--- src/rtl/mascota_pkg.sv ---
// Shared definitions for the virtual-pet core: button indices, button FSM
// states and default timing constants.
package mascota_pkg;

    localparam int BTN_CARINO   = 0;
    localparam int BTN_COMIDA   = 1;
    localparam int BTN_MEDICINA = 2;
    localparam int BTN_DORMIR   = 3;
    localparam int BTN_TEST     = 4;
    localparam int BTN_RESETEO  = 5;
    localparam int N_BTN_DEF    = 6;

    localparam int DEF_DEBOUNCE_CYC = 500000;
    localparam int DEF_TICK_DIV     = 50000000;
    localparam int DEF_HOLD_TICKS   = 5;

    typedef enum logic [1:0] {
        IDLE    = 2'd0,
        PRESSED = 2'd1,
        HELD    = 2'd2
    } btn_state_t;

endpackage

--- src/rtl/antirrebote.sv ---
// One-button conditioner: 2-flop synchroniser, debounce filter and a
// press/hold FSM that emits one-cycle press and hold pulses.
module antirrebote
    import mascota_pkg::*;
#(
    parameter int DEBOUNCE_CYC = DEF_DEBOUNCE_CYC,
    parameter int HOLD_TICKS   = DEF_HOLD_TICKS
) (
    input  logic i_clk,
    input  logic i_rst,
    input  logic i_raw,
    input  logic i_tick,
    output logic o_level,
    output logic o_press,
    output logic o_hold
);

    localparam int DC_W = (DEBOUNCE_CYC > 2) ? $clog2(DEBOUNCE_CYC) : 1;

    logic            r_s1;
    logic            r_s2;
    logic [DC_W-1:0] r_dc;
    logic            r_level;
    logic            r_press;
    logic            r_hold;
    logic [3:0]      r_hc;
    btn_state_t      r_state;

    btn_state_t      w_state_d;
    logic            w_flip;
    logic            w_rise;
    logic            w_fall;
    logic            w_count;
    logic [3:0]      w_hc_inc;
    logic            w_hold_hit;
    logic            w_press_d;
    logic            w_hold_d;
    logic [3:0]      w_hc_d;

    assign w_flip     = (r_s2 != r_level) && (r_dc == DC_W'(DEBOUNCE_CYC - 1));
    assign w_rise     = w_flip && r_s2;
    assign w_fall     = w_flip && !r_s2;
    // The press cycle itself never counts a tick, so latency stays within one second.
    assign w_count    = i_tick && !r_press;
    assign w_hc_inc   = (r_hc == 4'hF) ? r_hc : r_hc + 4'd1;
    assign w_hold_hit = w_count && (w_hc_inc == 4'(HOLD_TICKS));

    always_ff @(posedge i_clk or posedge i_rst) begin
        if (i_rst) begin
            r_s1    <= 1'b0;
            r_s2    <= 1'b0;
            r_dc    <= '0;
            r_level <= 1'b0;
            r_state <= IDLE;
            r_press <= 1'b0;
            r_hold  <= 1'b0;
            r_hc    <= 4'd0;
        end else begin
            r_s1    <= i_raw;
            r_s2    <= r_s1;
            if (r_s2 == r_level) begin
                r_dc <= '0;
            end else if (w_flip) begin
                r_dc    <= '0;
                r_level <= r_s2;
            end else begin
                r_dc <= r_dc + 1'b1;
            end
            r_state <= w_state_d;
            r_press <= w_press_d;
            r_hold  <= w_hold_d;
            r_hc    <= w_hc_d;
        end
    end

    always_comb begin
        w_state_d = r_state;
        case (r_state)
            IDLE:    if (w_rise) w_state_d = PRESSED;
            PRESSED: begin
                if (w_fall)          w_state_d = IDLE;
                else if (w_hold_hit) w_state_d = HELD;
            end
            HELD:    if (w_fall) w_state_d = IDLE;
            default: w_state_d = IDLE;
        endcase
    end

    always_comb begin
        w_press_d = 1'b0;
        w_hold_d  = 1'b0;
        w_hc_d    = r_hc;
        case (r_state)
            IDLE: begin
                w_press_d = w_rise;
                if (w_rise) w_hc_d = 4'd0;
            end
            PRESSED: begin
                w_hold_d = w_hold_hit && !w_fall;
                if (w_count) w_hc_d = w_hc_inc;
            end
            default: ;
        endcase
    end

    assign o_level = r_level;
    assign o_press = r_press;
    assign o_hold  = r_hold;

endmodule

--- src/rtl/acond_botones.sv ---
// Input conditioning for the pet core: shared 1 s tick, one antirrebote per
// button and the modo_test toggle driven by the test button's hold event.
module acond_botones
    import mascota_pkg::*;
#(
    parameter int N_BTN        = N_BTN_DEF,
    parameter int DEBOUNCE_CYC = DEF_DEBOUNCE_CYC,
    parameter int TICK_DIV     = DEF_TICK_DIV,
    parameter int HOLD_TICKS   = DEF_HOLD_TICKS,
    parameter int TEST_IDX     = BTN_TEST
) (
    input  logic             clk,
    input  logic             reseteo,
    input  logic [N_BTN-1:0] btn_raw,
    output logic [N_BTN-1:0] btn_level,
    output logic [N_BTN-1:0] btn_press,
    output logic [N_BTN-1:0] btn_hold,
    output logic             tick_1s,
    output logic             modo_test
);

    localparam int TC_W = (TICK_DIV > 2) ? $clog2(TICK_DIV) : 1;

    logic [TC_W-1:0] r_tcnt;
    logic            r_tick;
    logic            r_modo;

    // Registered tick is raised one cycle early so it is high while the count reads TICK_DIV-1.
    always_ff @(posedge clk or posedge reseteo) begin
        if (reseteo) begin
            r_tcnt <= '0;
            r_tick <= 1'b0;
            r_modo <= 1'b0;
        end else begin
            r_tcnt <= (r_tcnt == TC_W'(TICK_DIV - 1)) ? '0 : r_tcnt + 1'b1;
            r_tick <= (r_tcnt == TC_W'(TICK_DIV - 2));
            r_modo <= r_modo ^ btn_hold[TEST_IDX];
        end
    end

    for (genvar g = 0; g < N_BTN; g++) begin : g_btn
        antirrebote #(
            .DEBOUNCE_CYC (DEBOUNCE_CYC),
            .HOLD_TICKS   (HOLD_TICKS)
        ) u_antirrebote (
            .i_clk   (clk),
            .i_rst   (reseteo),
            .i_raw   (btn_raw[g]),
            .i_tick  (r_tick),
            .o_level (btn_level[g]),
            .o_press (btn_press[g]),
            .o_hold  (btn_hold[g])
        );
    end

    assign tick_1s   = r_tick;
    assign modo_test = r_modo;

endmodule

--- config.mk ---
export PLATFORM = sky130hd
export DESIGN_NAME = acond_botones
export DESIGN_NICKNAME = d
export VERILOG_FILES = /design/src/rtl/mascota_pkg.sv /design/src/rtl/antirrebote.sv /design/src/rtl/acond_botones.sv
export SDC_FILE = /design/constraint.sdc
export NUM_CORES = 1
export LEC_CHECK = 0
export ABC_AREA = 1
export CORE_ASPECT_RATIO = 0.5
export CORE_UTILIZATION = 57
export DETAILED_ROUTE_END_ITERATION = 6
export PLACE_DENSITY = 0.87
export SLEW_MARGIN = 20
export SYNTH_ARGS = -nofsm -noshare
export SYNTH_HDL_FRONTEND = slang
export SYNTH_HIERARCHICAL = 1
export SYNTH_SLANG_ARGS = --single-unit
--- constraint.sdc ---
create_clock -name clk -period 1.4 [get_ports clk]
set_input_delay 0.28 -clock clk [delete_from_list [all_inputs] [get_ports clk]]
set_output_delay 0.28 -clock clk [all_outputs]
set_load 0.005 [all_outputs]
==> results of run 1 <==
[Yosys cell counts (13+ instances only)]
master / n / area [sq um]
ha_1: 16 / 200
o21ai_0: 23 / 115
nand2_2: 32 / 200
nand3_1: 194 / 971
a21oi_1: 18 / 90.1
nor2_2: 20 / 125
inv_1: 225 / 845
nor2_1: 292 / 1100
nor2_4: 15 / 169
xor2_1: 59 / 517
nand3_2: 13 / 130
inv_2: 18 / 67.6
nand2_1: 346 / 1300
nand4_1: 47 / 294
dfrtp_1: 208 / 5200
nor3_1: 26 / 130
[per-stage QoR]
stage	worst slack, ns	cell area (sq um)
after CTS	-0.0868	15900
after detailed placement	-0.122	14100
after global placement	-0.104	14100
after floorplan	-0.000564	12400
[routing by layer]
layer | global-route usage (%) | overflow
met4 | 75.9 | 10
met2 | 90.8 | 7
met5 | 67.1 | 0
met3 | 78.0 | 0
met1 | 78.1 | 1
[cells by family after synthesis]
family,count (synthesis),synth area share [%]
xor gates and xnor gates,70,4.94
buffers and inverters,250,7.74
and+or+nand+nor,1036,40.5
AOI/OAI and AO/OA,64,3.27
adders and majority gates,16,1.61
DFF,208,41.9
[repair_timing]
item | in CTS
endpoints found under the setup margin | 124
hold endpoints to repair | 0
gates resized for setup | 201
setup buffers | 60
gates cloned | 1
pin swaps | 88
==> flow_summary.yaml, run 1 <==
status:
  status: "did not finish"
  haltStage: "5_1_grt"
  error: "[ERROR GRT-0232] Routing congestion too high. Check the congestion heatmap in the GUI."
floorplanning:
  die_x_um: 211
  start_util_pct: 59.3
  die-height_um: 106
  ios: 28
  num_rows: 37
global_route:
  grt_usage_pct: 81.1
  grt_max_degree: 31
  antenna_found_initial: 10
  grt-ovfl-total: 18
synthesis:
  synth_edf_count: 0
  netlist_area_sq_um: 12400
  synthesis.nets: 1668
  ys_warn_count: 6
  async_flop_share_pct: 100
  seq_area_frac_synth_pct: 41.9
  synth.distinct_cells: 36
  synthCells: 1644
  synth_ff_type: "dfrtp_1"
  postSynthAreaPerCell_sq_um: 7.55
  synth_seq_cells: 208
place:
  port_buffers: 27
  dpl.hpwl_um: 20900
  globalplace.congestion: 0.957
  dp_cells: 2091
timing:
  crit_endpoint: "g_btn[1].u_antirrebote/r_dc[15]$_DFF_PP0_/D"
  worst_endpoint_kind: "sequential cell input"
cts:
  cts_sinks: 208
  cts-root-buf: "clkbuf_16"
  htreeDepth: 1
  clockBufferDepth: 3
  hold_buffers: 0
  cts_made_buffers: 21
==> inputs of run 2 (changes only) <==
--- a/config.mk
+++ b/config.mk
@@ -6,10 +6,9 @@
 export NUM_CORES = 1
 export LEC_CHECK = 0
 export ABC_AREA = 1
-export CORE_ASPECT_RATIO = 0.5
-export CORE_UTILIZATION = 57
+export CORE_UTILIZATION = 40
 export DETAILED_ROUTE_END_ITERATION = 6
-export PLACE_DENSITY = 0.87
+export PLACE_DENSITY_LB_ADDON = 0.15
 export SLEW_MARGIN = 20
 export SYNTH_ARGS = -nofsm -noshare
 export SYNTH_HDL_FRONTEND = slang
==> constraint.sdc (replaced) <==
create_clock -name clk -period 1.8 [get_ports clk]
set_input_delay 0.36 -clock clk [delete_from_list [all_inputs] [get_ports clk]]
set_output_delay 0.36 -clock clk [all_outputs]
set_load 0.005 [all_outputs]
==> run 2 against run 1 <==
The run now ends clean. Area after synthesis unchanged. Synthesized cell count is the same.
==> flow_summary.yaml, run 2 <==
status:
  status: "finished, final reports clean"
finish:
  largest_register_ffs: 114
  num_antenna_cells: 0
  reg_top3: "g_btn.u_antirrebote/r_dc: 114 flops, r_tcnt: 26 flops, g_btn.u_antirrebote/r_hc: 24 flops"
  final_cell_mix: "346 x nand2_1, 292 x nor2_1, 225 x inv_1, 207 x dfrtp_1, 194 x nand3_1"
  drive_gt1_share_pct: 12.1
  fin_util_pct: 46.6
  final_nets: 1740
  regMostFlops: "g_btn.u_antirrebote/r_dc"
  design_area_sq_um: 14300
  area_growth_syn_to_layout_pct: 14.9
  layout_commonest_cell: "nand2_1"
floorplanning:
  core_sq_um: 30600
  start_util_pct: 40.6
  die_x_um: 178
  die-height_um: 178
  ios: 28
  num_rows: 64
  dieArea_sq_um: 31700
timing:
  finalWorstSetupSlack_ns: 0.0440
  fmax_mhz: 569
  worst_pin_slew_ns: 0.421
  holdWs_ns: 0.265
  hold_violations: 0
  fin_crit_ns: 1.76
  finalSetupViolCount: 0
  fin_skew_ns: 0.00914
  slew_headroom_pct: 71.9
  min_period_over_period_pct: 97.6
  maxSlewViolCount: 0
power_and_ir_drop:
  p_total_mw: 10.2
  p_leak_nw: 6.92
  p_per_area_nw_per_um2: 717
  ir_worst_vdd_mv: 0.695
critical_path:
  crit_buf_inv: 1
  crit_cells: 1
  max_stage_delay_ns: 0.51
  crit_path_start: "g_btn[0].u_antirrebote/o_level$_DFFE_PP0P_"
  end_kind: "output port"
  critPathMaxFanout: 2
  reg2regPathDepth: 8
  path_delay_family: "buffers and inverters"
  cpMaxStageDelayCell: "clkdlybuf4s50_1"
  path_class: "flop to output port"
  r2r_start: "g_btn[5].u_antirrebote/o_level$_DFFE_PP0P_"
  ff2ff_setup_slack_ns: 0.20
  startpoint_type: "flop"
  cp.required_ns: 1.44
  crit_chain: "clkdlybuf4s50_1"
  r2r_end: "g_btn[5].u_antirrebote/r_dc[4]$_DFF_PP0_"
  critPathArrivalTime_ns: 1.40
min_path:
  whs_path_depth: 1
  hold_path.class: "primary input to flop"
  hold-path-endpoint: "g_btn[0].u_antirrebote/r_s1$_DFF_PP0_"
  worstHoldStart: "btn_raw[0]"
place:
  post-place-ws_ns: 0.148
  dpl.hpwl_um: 19700
  port_buffers: 27
  globalplace.congestion: 0.912
  dpl_cell_area_sq_um: 13300
routing:
  routedWlPerCell_um: 12.5
  drc: 0
  dr_total_vias: 10253
  drt_iter0_markers: 557
  vias_per_cell: 4.81
  drtPass1Iterations: 5
  drt-total-wl_um: 26600
  ant_nets: 0
cts:
  cts_sinks: 208
  cts_tree: "yes"
  hold_buffers: 0
  htreeDepth: 1
  clockBufferDepth: 3
  path_clk_slew_ns: 0.05
  clk_latency_ns: 0.54
  cts-root-buf: "clkbuf_16"
  cts_made_buffers: 27
synthesis:
  postSynthAreaPerCell_sq_um: 7.55
  synth_edf_count: 0
  synth_top_area_share_pct: 41.9
  yosysTopAreaCell: "dfrtp_1"
  synth_commonest_cells: "346 x nand2_1, 292 x nor2_1, 225 x inv_1"
  async_flop_share_pct: 100
  seq_area_frac_synth_pct: 41.9
  synthesis.nets: 1668
  synth.distinct_cells: 36
  synthCells: 1644
  synth.most_common_cell: "nand2_1"
  synth_seq_cells: 208
  synth_ff_type: "dfrtp_1"
  ys_warn_count: 6
  netlist_area_sq_um: 12400
  ys_top_cells_by_area: "dfrtp_1 42%, nand2_1 10%, nor2_1 8.8%"
global_route:
  antenna_found_initial: 0
  grt_max_degree: 31
  grt_usage_pct: 17.7
  grt_pass1_vias: 9852
  grt-ovfl-total: 0
  grt_pass1_wl_um: 46400
flow_run:
  drv_cap: 0
==> run 2: cell counts after synthesis <==
Identical to the previous run, type by type.
==> run 2: layer usage <==
metal | GRT usage [%] | share of wire (%) | up-vias
met3 | 2.79 | 3.3 | 53
met2 | 28.1 | 44 | 145
met1 | 24.6 | 50 | 4713
met5 | 0 | 0 | -
li1 | - | - | 5342
met4 | 5.23 | 2.6 | 0
==> run 2: kinds of logic (layout without fill, tap and decap cells) <==
kind of cell             count (synthesis)  in the layout  synth area share, %
flip-flops                             208            208                 41.9
XOR/XNOR                                70             70                 4.94
buffers and inverters                  250            342                 7.74
AO/OA/AOI/OAI                           64             64                 3.27
AND/OR/NAND/NOR                       1036           1036                 40.5
adder cells (fa/ha/maj)                 16             16                 1.61
==> run 2: layout make-up <==
| cell class | instances | area, sq um |
|---|---|---|
| tap | 396 | 495 |
| multi-input combinational | 1186 | 6250 |
| fill | 3091 | 16300 |
| timing repair buffer | 49 | 524 |
| sequential | 208 | 5210 |
| clock buffer | 41 | 818 |
| clock inverter | 8 | 48.8 |
| inverter | 244 | 916 |
==> run 2: report_power, final <==
part | internal [mW] | switching (mW)
Sequential | 4.72 | 0.0435
Clock | 3.11 | 2.03
Combinational | 0.100 | 0.215
==> run 2: worst max-delay path by stage <==
stage / slack (ns) / end
2_1_floorplan: 0.33 / g_btn[5].u_antirrebote/r_dc[13]$_DFF_PP0_
3_3_place_gp: 0.22 / g_btn[5].u_antirrebote/r_dc[13]$_DFF_PP0_
3_5_place_dp: 0.15 / g_btn[5].u_antirrebote/r_dc[13]$_DFF_PP0_
4_1_cts: 0.001 / modo_test
5_1_grt: -0.01 / btn_level[0]
6_report: 0.04 / btn_level[0]
==> run 2: timing repair <==
| item | 4_1_cts | 5_1_grt |
|---|---|---|
| gates resized for setup | 8 | 6 |
| endpoints found under the setup margin | 10 | 14 |
| buffers inserted | 6 | 3 |
| endpoints found under the hold margin | 0 | 0 |
==> run 2: metrics by stage <==
step | cells | setup TNS (ns)
global route | 2132 | -0.0103
detailed placement | 2074 | 0
CTS | 2129 | 0
global placement | 2074 | 0
floorplan | 1644 | 0
finish | 2132 | 0
(Power assumes the default switching activity.)
